File: src/rtl/lap_timer_pkg.sv
// Shared types for the lap timer.
//   timer_state_t : top-level operating state
//   cmd_t         : resolved user command, encoded so a larger value wins
//   resolve_cmd() : applies clear > stop > start > edit to the raw pulses
package lap_timer_pkg;

  typedef enum logic [1:0] {
    IDLE    = 2'd0,
    RUN     = 2'd1,
    PAUSED  = 2'd2,
    EXPIRED = 2'd3
  } timer_state_t;

  // Encoding order equals priority order: only the winner of a cycle acts.
  typedef enum logic [2:0] {
    CMD_NONE  = 3'd0,
    CMD_EDIT  = 3'd1,
    CMD_START = 3'd2,
    CMD_STOP  = 3'd3,
    CMD_CLEAR = 3'd4
  } cmd_t;

  function automatic cmd_t resolve_cmd(input logic clear, input logic stop,
                                       input logic start, input logic edit);
    cmd_t c;
    if (clear)      c = CMD_CLEAR;
    else if (stop)  c = CMD_STOP;
    else if (start) c = CMD_START;
    else if (edit)  c = CMD_EDIT;
    else            c = CMD_NONE;
    return c;
  endfunction

endpackage

File: src/rtl/lap_timer_core_if.sv
// Control and status bundle of the lap timer.
//   master : drives tick/commands/edits/lap requests, observes time and laps
//   slave  : the timer core
interface lap_timer_core_if #(
  parameter int MIN_W     = 6,
  parameter int SEC_W     = 6,
  parameter int LAP_DEPTH = 4
);
  localparam int CNT_W = $clog2(LAP_DEPTH + 1);

  logic             tick;
  logic             start;
  logic             stop;
  logic             clear;
  logic             mode_down;
  logic             inc_min;
  logic             inc_sec;
  logic             dec;
  logic             lap;
  logic             lap_rd;
  logic [MIN_W-1:0] minutes;
  logic [SEC_W-1:0] seconds;
  logic             running;
  logic             expired;
  logic             blink;
  logic             lap_valid;
  logic [MIN_W-1:0] lap_min;
  logic [SEC_W-1:0] lap_sec;
  logic [CNT_W-1:0] lap_count;
  logic             lap_overflow;

  modport master (
    output tick, start, stop, clear, mode_down, inc_min, inc_sec, dec, lap, lap_rd,
    input  minutes, seconds, running, expired, blink,
    input  lap_valid, lap_min, lap_sec, lap_count, lap_overflow
  );

  modport slave (
    input  tick, start, stop, clear, mode_down, inc_min, inc_sec, dec, lap, lap_rd,
    output minutes, seconds, running, expired, blink,
    output lap_valid, lap_min, lap_sec, lap_count, lap_overflow
  );

endinterface

File: src/rtl/lap_fifo.sv
// Synchronous first-word-fall-through FIFO for captured lap times.
//   clk, rst : clock, asynchronous active-high reset
//   flush    : empties the FIFO (wins over push/pop)
//   push/din : write request and data; dropped when full unless popping too
//   pop      : remove head; ignored while empty
//   dout     : registered head entry (zero while empty)
//   count    : entries held; full/empty status
module lap_fifo #(
  parameter int WIDTH = 12,
  parameter int DEPTH = 4,
  localparam int PTR_W = (DEPTH > 1) ? $clog2(DEPTH) : 1,
  localparam int CNT_W = $clog2(DEPTH + 1)
) (
  input  logic             clk,
  input  logic             rst,
  input  logic             flush,
  input  logic             push,
  input  logic             pop,
  input  logic [WIDTH-1:0] din,
  output logic [WIDTH-1:0] dout,
  output logic [CNT_W-1:0] count,
  output logic             full,
  output logic             empty
);

  logic [WIDTH-1:0] mem [DEPTH];
  logic [PTR_W-1:0] wr_ptr_reg, wr_ptr_next;
  logic [PTR_W-1:0] rd_ptr_reg, rd_ptr_next, rd_ptr_inc;
  logic [CNT_W-1:0] count_reg, count_next;
  logic [WIDTH-1:0] head_reg, head_next;
  logic             empty_reg;
  logic             is_empty, is_full, do_push, do_pop;

  function automatic logic [PTR_W-1:0] ptr_inc(input logic [PTR_W-1:0] p);
    return (p == PTR_W'(DEPTH - 1)) ? '0 : p + 1'b1;
  endfunction

  assign is_empty   = (count_reg == '0);
  assign is_full    = (count_reg == CNT_W'(DEPTH));
  assign do_pop     = pop && !is_empty;
  // A pop in the same cycle frees the slot, so a push into a full FIFO survives.
  assign do_push    = push && (!is_full || do_pop);
  assign rd_ptr_inc = ptr_inc(rd_ptr_reg);

  for (genvar gi = 0; gi < DEPTH; gi++) begin : g_entry
    logic [WIDTH-1:0] entry_reg;
    always_ff @(posedge clk) begin
      if (do_push && !flush && wr_ptr_reg == PTR_W'(gi))
        entry_reg <= din;
    end
    assign mem[gi] = entry_reg;
  end

  always_comb begin
    wr_ptr_next = wr_ptr_reg;
    rd_ptr_next = rd_ptr_reg;
    count_next  = count_reg;
    head_next   = head_reg;
    if (flush) begin
      wr_ptr_next = '0;
      rd_ptr_next = '0;
      count_next  = '0;
      head_next   = '0;
    end else begin
      if (do_push) wr_ptr_next = ptr_inc(wr_ptr_reg);
      if (do_pop)  rd_ptr_next = rd_ptr_inc;
      if (do_push && !do_pop)      count_next = count_reg + 1'b1;
      else if (do_pop && !do_push) count_next = count_reg - 1'b1;
      // The head is a registered read; the new head is either the incoming
      // word (FIFO was empty or only the popped word was held) or the entry
      // behind the popped one, which is already stored.
      if (count_next == '0)
        head_next = '0;
      else if (is_empty)
        head_next = din;
      else if (do_pop)
        head_next = (count_reg == CNT_W'(1)) ? din : mem[rd_ptr_inc];
    end
  end

  always_ff @(posedge clk or posedge rst) begin
    if (rst) begin
      wr_ptr_reg <= '0;
      rd_ptr_reg <= '0;
      count_reg  <= '0;
      head_reg   <= '0;
      empty_reg  <= 1'b1;
    end else begin
      wr_ptr_reg <= wr_ptr_next;
      rd_ptr_reg <= rd_ptr_next;
      count_reg  <= count_next;
      head_reg   <= head_next;
      empty_reg  <= (count_next == '0);
    end
  end

  assign dout  = head_reg;
  assign count = count_reg;
  assign full  = is_full;
  assign empty = empty_reg;

endmodule

File: src/rtl/lap_timer_core.sv
// Stopwatch / countdown engine advancing on an external tick strobe.
//   clk, rst : system clock, asynchronous active-high reset
//   bus      : slave side of lap_timer_core_if
//     inputs  tick, start, stop, clear, mode_down, inc_min, inc_sec, dec,
//             lap, lap_rd
//     outputs minutes, seconds, running, expired, blink, lap_valid,
//             lap_min, lap_sec, lap_count, lap_overflow (all registered)
module lap_timer_core
  import lap_timer_pkg::*;
#(
  parameter int MIN_W       = 6,
  parameter int SEC_W       = 6,
  parameter int MIN_MAX     = 59,
  parameter int SEC_MAX     = 59,
  parameter int TICK_DIV    = 1000,
  parameter int BLINK_TICKS = 500,
  parameter int LAP_DEPTH   = 4
) (
  input  logic           clk,
  input  logic           rst,
  lap_timer_core_if.slave bus
);

  localparam int SUB_W = (TICK_DIV > 1) ? $clog2(TICK_DIV) : 1;
  localparam int BLK_W = (BLINK_TICKS > 1) ? $clog2(BLINK_TICKS) : 1;
  localparam int CNT_W = $clog2(LAP_DEPTH + 1);
  localparam logic [MIN_W-1:0] MIN_TOP  = MIN_W'(MIN_MAX);
  localparam logic [SEC_W-1:0] SEC_TOP  = SEC_W'(SEC_MAX);
  localparam logic [SUB_W-1:0] SUB_LAST = SUB_W'(TICK_DIV - 1);
  localparam logic [BLK_W-1:0] BLK_LAST = BLK_W'(BLINK_TICKS - 1);

  timer_state_t     state_reg, state_next;
  logic [MIN_W-1:0] min_reg, min_next;
  logic [SEC_W-1:0] sec_reg, sec_next;
  logic [SUB_W-1:0] sub_reg, sub_next;
  logic [BLK_W-1:0] blink_cnt_reg, blink_cnt_next;
  logic             blink_reg, blink_next;
  logic             dir_reg, dir_next;
  logic             running_reg, running_next;
  logic             expired_reg, expired_next;
  logic             overflow_reg, overflow_next;

  cmd_t             cmd;
  logic             start_ok, edit_ok, tick_run, step, step_expire;
  logic             at_top, at_zero, at_one;
  logic             lap_push, lap_full, lap_empty;
  logic [CNT_W-1:0] lap_cnt;
  logic [MIN_W+SEC_W-1:0] lap_head;

  assign cmd     = resolve_cmd(bus.clear, bus.stop, bus.start, bus.inc_min | bus.inc_sec);
  assign at_top  = (min_reg == MIN_TOP) && (sec_reg == SEC_TOP);
  assign at_zero = (min_reg == '0) && (sec_reg == '0);
  assign at_one  = (min_reg == '0) && (sec_reg == SEC_W'(1));

  // A down-mode start from 00:00 in IDLE would expire instantly, so it is refused.
  assign start_ok = (cmd == CMD_START) &&
                    (((state_reg == IDLE) && !(bus.mode_down && at_zero)) ||
                     (state_reg == PAUSED));
  assign edit_ok  = (cmd == CMD_EDIT) && (state_reg != RUN);
  // A stop or clear freezes the count in the cycle it is accepted.
  assign tick_run = (state_reg == RUN) && bus.tick &&
                    (cmd != CMD_STOP) && (cmd != CMD_CLEAR);
  assign step     = tick_run && (sub_reg == SUB_LAST);
  // Up: the step out of the top value saturates. Down: the step landing on
  // 00:00 expires; a step starting at 00:00 (reachable by editing while
  // paused) holds there and expires as well.
  assign step_expire = step && (dir_reg ? (at_zero || at_one) : at_top);

  assign lap_push = bus.lap && (state_reg == RUN) && (cmd != CMD_CLEAR);

  lap_fifo #(
    .WIDTH (MIN_W + SEC_W),
    .DEPTH (LAP_DEPTH)
  ) u_fifo (
    .clk   (clk),
    .rst   (rst),
    .flush (cmd == CMD_CLEAR),
    .push  (lap_push),
    .pop   (bus.lap_rd),
    .din   ({min_reg, sec_reg}),
    .dout  (lap_head),
    .count (lap_cnt),
    .full  (lap_full),
    .empty (lap_empty)
  );

  // State register
  always_ff @(posedge clk or posedge rst) begin
    if (rst) state_reg <= IDLE;
    else     state_reg <= state_next;
  end

  // Next-state logic
  always_comb begin
    state_next = state_reg;
    case (state_reg)
      IDLE:    if (start_ok) state_next = RUN;
      RUN: begin
        if (cmd == CMD_CLEAR)     state_next = IDLE;
        else if (cmd == CMD_STOP) state_next = PAUSED;
        else if (step_expire)     state_next = EXPIRED;
      end
      PAUSED: begin
        if (cmd == CMD_CLEAR) state_next = IDLE;
        else if (start_ok)    state_next = RUN;
      end
      EXPIRED: begin
        if (cmd == CMD_CLEAR || cmd == CMD_STOP || cmd == CMD_EDIT)
          state_next = IDLE;
      end
      default: state_next = IDLE;
    endcase
  end

  // Timekeeping datapath: sub-tick divider, time step and edits
  always_comb begin
    min_next = min_reg;
    sec_next = sec_reg;
    sub_next = sub_reg;
    dir_next = dir_reg;
    if (cmd == CMD_CLEAR) begin
      min_next = '0;
      sec_next = '0;
      sub_next = '0;
    end else begin
      if (start_ok) dir_next = bus.mode_down;
      if (tick_run) begin
        if (sub_reg == SUB_LAST) begin
          sub_next = '0;
          if (!dir_reg) begin
            if (!at_top) begin
              if (sec_reg == SEC_TOP) begin
                sec_next = '0;
                min_next = min_reg + 1'b1;
              end else begin
                sec_next = sec_reg + 1'b1;
              end
            end
          end else if (!at_zero) begin
            if (sec_reg == '0) begin
              sec_next = SEC_TOP;
              min_next = min_reg - 1'b1;
            end else begin
              sec_next = sec_reg - 1'b1;
            end
          end
        end else begin
          sub_next = sub_reg + 1'b1;
        end
      end
      // Edit fields wrap independently; seconds never carry into minutes.
      if (edit_ok && bus.inc_min) begin
        if (bus.dec) min_next = (min_reg == '0) ? MIN_TOP : min_reg - 1'b1;
        else         min_next = (min_reg == MIN_TOP) ? '0 : min_reg + 1'b1;
      end
      if (edit_ok && bus.inc_sec) begin
        if (bus.dec) sec_next = (sec_reg == '0) ? SEC_TOP : sec_reg - 1'b1;
        else         sec_next = (sec_reg == SEC_TOP) ? '0 : sec_reg + 1'b1;
      end
    end
  end

  // Output logic (values registered below)
  always_comb begin
    running_next   = (state_next == RUN);
    expired_next   = (state_next == EXPIRED);
    blink_next     = 1'b0;
    blink_cnt_next = '0;
    if (state_next == EXPIRED) begin
      if (state_reg != EXPIRED) begin
        blink_next = 1'b1;
      end else begin
        blink_next     = blink_reg;
        blink_cnt_next = blink_cnt_reg;
        if (bus.tick) begin
          if (blink_cnt_reg == BLK_LAST) begin
            blink_cnt_next = '0;
            blink_next     = !blink_reg;
          end else begin
            blink_cnt_next = blink_cnt_reg + 1'b1;
          end
        end
      end
    end
    overflow_next = overflow_reg;
    if (cmd == CMD_CLEAR)
      overflow_next = 1'b0;
    else if (lap_push && lap_full && !bus.lap_rd)
      overflow_next = 1'b1;
  end

  always_ff @(posedge clk or posedge rst) begin
    if (rst) begin
      min_reg       <= '0;
      sec_reg       <= '0;
      sub_reg       <= '0;
      dir_reg       <= 1'b0;
      blink_reg     <= 1'b0;
      blink_cnt_reg <= '0;
      running_reg   <= 1'b0;
      expired_reg   <= 1'b0;
      overflow_reg  <= 1'b0;
    end else begin
      min_reg       <= min_next;
      sec_reg       <= sec_next;
      sub_reg       <= sub_next;
      dir_reg       <= dir_next;
      blink_reg     <= blink_next;
      blink_cnt_reg <= blink_cnt_next;
      running_reg   <= running_next;
      expired_reg   <= expired_next;
      overflow_reg  <= overflow_next;
    end
  end

  assign bus.minutes      = min_reg;
  assign bus.seconds      = sec_reg;
  assign bus.running      = running_reg;
  assign bus.expired      = expired_reg;
  assign bus.blink        = blink_reg;
  assign bus.lap_valid    = !lap_empty;
  assign bus.lap_min      = lap_head[MIN_W+SEC_W-1:SEC_W];
  assign bus.lap_sec      = lap_head[SEC_W-1:0];
  assign bus.lap_count    = lap_cnt;
  assign bus.lap_overflow = overflow_reg;

endmodule

File: src/flat_wrapper.sv
// flat-port wrapper written by rule: the top's interface ports become plain ports
module lap_timer_core_flat import lap_timer_pkg::*;
#(
  parameter int MIN_W       = 6,
  parameter int SEC_W       = 6,
  parameter int MIN_MAX     = 59,
  parameter int SEC_MAX     = 59,
  parameter int TICK_DIV    = 1000,
  parameter int BLINK_TICKS = 500,
  parameter int LAP_DEPTH   = 4
)
  (clk, rst, bus_tick, bus_start, bus_stop, bus_clear, bus_mode_down, bus_inc_min, bus_inc_sec, bus_dec, bus_lap, bus_lap_rd, bus_minutes, bus_seconds, bus_running, bus_expired, bus_blink, bus_lap_valid, bus_lap_min, bus_lap_sec, bus_lap_count, bus_lap_overflow);
  lap_timer_core_if #(.MIN_W(MIN_W), .SEC_W(SEC_W), .LAP_DEPTH(LAP_DEPTH)) bus_i ();
  input  logic clk;
  input  logic rst;
  input wire logic [$bits(bus_i.tick)-1:0] bus_tick;
  input wire logic [$bits(bus_i.start)-1:0] bus_start;
  input wire logic [$bits(bus_i.stop)-1:0] bus_stop;
  input wire logic [$bits(bus_i.clear)-1:0] bus_clear;
  input wire logic [$bits(bus_i.mode_down)-1:0] bus_mode_down;
  input wire logic [$bits(bus_i.inc_min)-1:0] bus_inc_min;
  input wire logic [$bits(bus_i.inc_sec)-1:0] bus_inc_sec;
  input wire logic [$bits(bus_i.dec)-1:0] bus_dec;
  input wire logic [$bits(bus_i.lap)-1:0] bus_lap;
  input wire logic [$bits(bus_i.lap_rd)-1:0] bus_lap_rd;
  output wire logic [$bits(bus_i.minutes)-1:0] bus_minutes;
  output wire logic [$bits(bus_i.seconds)-1:0] bus_seconds;
  output wire logic [$bits(bus_i.running)-1:0] bus_running;
  output wire logic [$bits(bus_i.expired)-1:0] bus_expired;
  output wire logic [$bits(bus_i.blink)-1:0] bus_blink;
  output wire logic [$bits(bus_i.lap_valid)-1:0] bus_lap_valid;
  output wire logic [$bits(bus_i.lap_min)-1:0] bus_lap_min;
  output wire logic [$bits(bus_i.lap_sec)-1:0] bus_lap_sec;
  output wire logic [$bits(bus_i.lap_count)-1:0] bus_lap_count;
  output wire logic [$bits(bus_i.lap_overflow)-1:0] bus_lap_overflow;
  assign bus_i.tick = bus_tick;
  assign bus_i.start = bus_start;
  assign bus_i.stop = bus_stop;
  assign bus_i.clear = bus_clear;
  assign bus_i.mode_down = bus_mode_down;
  assign bus_i.inc_min = bus_inc_min;
  assign bus_i.inc_sec = bus_inc_sec;
  assign bus_i.dec = bus_dec;
  assign bus_i.lap = bus_lap;
  assign bus_i.lap_rd = bus_lap_rd;
  assign bus_minutes = bus_i.minutes;
  assign bus_seconds = bus_i.seconds;
  assign bus_running = bus_i.running;
  assign bus_expired = bus_i.expired;
  assign bus_blink = bus_i.blink;
  assign bus_lap_valid = bus_i.lap_valid;
  assign bus_lap_min = bus_i.lap_min;
  assign bus_lap_sec = bus_i.lap_sec;
  assign bus_lap_count = bus_i.lap_count;
  assign bus_lap_overflow = bus_i.lap_overflow;
  lap_timer_core #(.MIN_W(MIN_W), .SEC_W(SEC_W), .MIN_MAX(MIN_MAX), .SEC_MAX(SEC_MAX), .TICK_DIV(TICK_DIV), .BLINK_TICKS(BLINK_TICKS), .LAP_DEPTH(LAP_DEPTH)) u_core (.clk(clk), .rst(rst), .bus(bus_i));
endmodule
File: config.mk
export PLATFORM = sky130hd
export DESIGN_NAME = lap_timer_core_flat
export DESIGN_NICKNAME = d
export VERILOG_FILES = /design/src/rtl/lap_timer_pkg.sv /design/src/rtl/lap_timer_core_if.sv /design/src/rtl/lap_fifo.sv /design/src/rtl/lap_timer_core.sv /design/src/flat_wrapper.sv
export SDC_FILE = /design/constraint.sdc
export NUM_CORES = 1
export LEC_CHECK = 0
export ABC_AREA = 1
export CAP_MARGIN = 20
export CORE_UTILIZATION = 35
export DETAILED_ROUTE_END_ITERATION = 12
export GPL_ROUTABILITY_DRIVEN = 0
export MAX_ROUTING_LAYER = met4
export PLACE_DENSITY = 0.53
export SLEW_MARGIN = 20
export SYNTH_ARGS = -nofsm -noshare
export SYNTH_HDL_FRONTEND = slang
export SYNTH_HIERARCHICAL = 1
export SYNTH_SLANG_ARGS = --single-unit
export TNS_END_PERCENT = 5
File: constraint.sdc
create_clock -name clk -period 2.5 [get_ports clk]
set_input_delay 0.25 -clock clk [delete_from_list [all_inputs] [get_ports clk]]
set_output_delay 0.25 -clock clk [all_outputs]
set_load 0.05 [all_outputs]
==> qor.csv <==
metric;value;unit
GRT Total Usage;0.1852;
status;finished, final reports clean;
Tmin final;2.251;ns
Rows;47;
Net Sw Power;0.003019;W
Area Growth Syn to Fin;17.98;%
Worst-Skew Late Latency;0.35;ns
layout cells sized above 1;0.1446;
critical path class;reg2reg;
Setup crit start kind;flop;
CTS Buf Count;9;
routed vias/inst;5.152;
final hold vios;0;
aggregate global routing overflow;0;
DP Worst Slack;0.03499;ns
die area;17710;sq um
crit-path cells;inv_2 > nand2_4 > nor2_1 > buf_4 > inv_1 > nand3_2 > nand2_1 > nand3_1 > nand2_1 > nand2_1 > nand3_2 > nand3_1 > nand2_1;
max FFs per register;48;
diode count;0;
CORE AREA;16700;sq um
worst hold slack;0.3596;ns
RSZ-0062 raised after global routing;false;
Data required, critical path;2.73;ns
Die Y;133.1;um
Setup TNS Final;0;ns
slew margin rel.;0.4652;
Internal;0.003895;W
clock transition at the registers of the reported paths;0.07;ns
syn avg cell area;8.663;sq um
1st-iter DRT viols;425;
post-CTS sizing;0;
initial antenna violation count;0;
Synth top area share;0.2398;
wire per inst;15.64;um
Finished Cell Area;7093;sq um
Slew @ Worst Pin;0.8014;ns
DRC Markers;0;
combinational power share;0.450;
CTS tree;done;
register area share after synthesis;0.4814;
flops & latches, synth;106;
synthesized area;6012;sq um
Root Driver;clkbuf_16;
sequential fraction of design power;0.325;
Max stage delay cell, worst path;dfrtp_1;
Slowest Stage Delay on Critical Path;0.44;ns
Layout Nets;779;
via count;5018;
Net Count, Synth;724;
Peak Freq;444.3;MHz
fin cells;974;
max cap viols;0;
LEAKAGE;3.059;nW
Buf/Inv on CP;3;
CP endpoint kind;flop;
HPWL after DPL;10.54;mm
first-pass GRT wire length;24.74;mm
Antenna Violating Nets Remaining;0;
Most common cell on crit path;nand2_1;
cts hold-fix bufs;0;
vias in the first global route;4936;
Post CTS Setup Buffer Count;0;
Slew Viols, Final;0;
I/O Buffers;43;
main area contributors after synthesis;edfxtp_1 24%, dfrtp_1 24%, nand2_1 9.2%, nand3_1 7.8%, inv_1 4.8%;
number of distinct library cells after synthesis;39;
period utilization;0.9003;
largest net degree at the start of global routing;39;
DP Cell Count;958;
clock power share;0.225;
VDD IR-drop max;0.0006791;V
clk_skew;0.006382;ns
P per Cell Area;974.7;nW/um^2
final WL;15.23;mm
clock tree buffer depth;2;
Initial Util;0.3600;
boundary pin count;44;
cell taking the most area after synthesis;edfxtp_1;
CP max FO;13;
switch share;0.4366;
synthesized instance count;694;
CTS H-tree lvls;3;
Post-DP Area;6773;sq um
Synth warnings;6;
cell family with most CP delay;simple AND/OR/NAND/NOR gates;
Setup WS post-layout;0.2492;ns
CTS Sinks;106;
data arrival time of the critical path;2.48;ns
Pre-antenna DRT Iters;5;
final setup vio count;0;
Die X;133.1;um
hold crit path type;in2async;
[worst paths after layout]
check	from	endpoint	slack (ns)	depth (start not counted)
worst max-delay path	u_core/state_reg[1]	u_core/u_fifo/dout[2]	0.25	13
worst min-delay path	rst	u_core/bus.minutes[2]	0.36	3
worst max register to register	u_core/state_reg[1]	u_core/u_fifo/dout[2]	0.25	13
worst min register to register	u_core/u_fifo/rd_ptr_reg[1]	u_core/u_fifo/rd_ptr_reg[1]	0.49	2
max in group asynchronous	rst	u_core/u_fifo/rd_ptr_reg[1]	1.62	2
min in group clk	u_core/u_fifo/rd_ptr_reg[1]	u_core/u_fifo/rd_ptr_reg[1]	0.49	2
[power by group through the flow]
stage	clock, W	combinational [W]	sequential, W
2_1_floorplan	0	0.00186	0.00261
3_3_place_gp	0	0.00302	0.00228
3_5_place_dp	0	0.00308	0.00229
4_1_cts	0.00159	0.00311	0.00225
5_1_grt	0.00167	0.00338	0.00227
6_report	0.00156	0.00311	0.00225
[kinds of logic after synthesis]
group,Yosys count,share of synthesized area
muxes,1,0.001665
AOI/OAI and AO/OA,97,0.09282
xor gates and xnor gates,14,0.02040
DFF,106,0.4814
buffers and inverters,112,0.07700
adders and majority gates,18,0.03746
and+or+nand+nor,346,0.2893
[synthesized netlist by cell type]
cell	instances
nor3_2	3
o21ai_1	8
xnor2_1	3
nand3_1	94
inv_2	14
dfrtp_1	57
o21a_1	1
nand2_1	147
nand2_4	6
and3_1	1
o31ai_1	5
a21oi_1	17
o211ai_2	1
inv_4	1
o211ai_1	4
a21oi_2	2
inv_1	77
xor2_1	11
nand3_4	2
nand3_2	15
buf_2	5
clkbuf_1	9
buf_4	3
nor3_1	12
edfxtp_1	48
nand4_1	10
a21boi_1	1
o21ai_0	40
ha_1	18
dfstp_2	1
o22ai_1	15
nor2_4	4
nor3_4	1
nand2_2	16
buf_6	3
nor2_2	5
mux2i_1	1
o21ai_2	3
nor2_1	30
[tightest hold or removal path, delay by kind of cell]
kind | cells | cell delay, ns
buf+inv | 3 | 0.92
[cells in the final DEF, fill, tap and decap left out, types with 4 or more instances in the layout]
master and instances:
nor2_2 5, inv_1 77, edfxtp_1 48, o21ai_0 40
nor3_1 12, o211ai_1 4, o21ai_1 8, o31ai_1 5
a21oi_1 17, dfrtp_1 57, nand2_2 16, nand4_1 10
nor2_4 4, nand2_1 147, nand3_1 94, xor2_1 11
buf_4 20, inv_2 14, nand2_4 6, clkbuf_16 9
nor2_1 30, clkdlybuf4s50_1 43, nand3_2 15, ha_1 18
o22ai_1 15
[layer usage]
layer | global-route usage | up-vias | part of all wire
li1 | - | 2436 | -
met1 | 0.2226 | 2430 | 0.44
met2 | 0.3010 | 127 | 0.48
met3 | 0.03487 | 25 | 0.039
met4 | 0.08429 | 0 | 0.037
met5 | - | - | 0
[cell type report]
cell class / instances / area [sq um]
Timing Repair Buffer: 64 / 600.6
Multi-Input combinational cell: 476 / 2655
Clock inverter: 4 / 73.82
Fill cell: 1679 / 9608
Tap cell: 220 / 275.3
Inverter: 92 / 347.8
Clock buffer: 12 / 246.5
Sequential cell: 106 / 2894
[through the flow]
| step | power (W) | utilization |
|---|---|---|
| global placement | 0.005302 | 0.4055 |
| floorplan | 0.004470 | - |
| finish | 0.006914 | 0.4247 |
| CTS | 0.006955 | 0.4247 |
| detailed placement | 0.005362 | 0.4055 |
| global route | 0.007330 | 0.4247 |
Note: power is estimated with default switching activity, not from simulation.
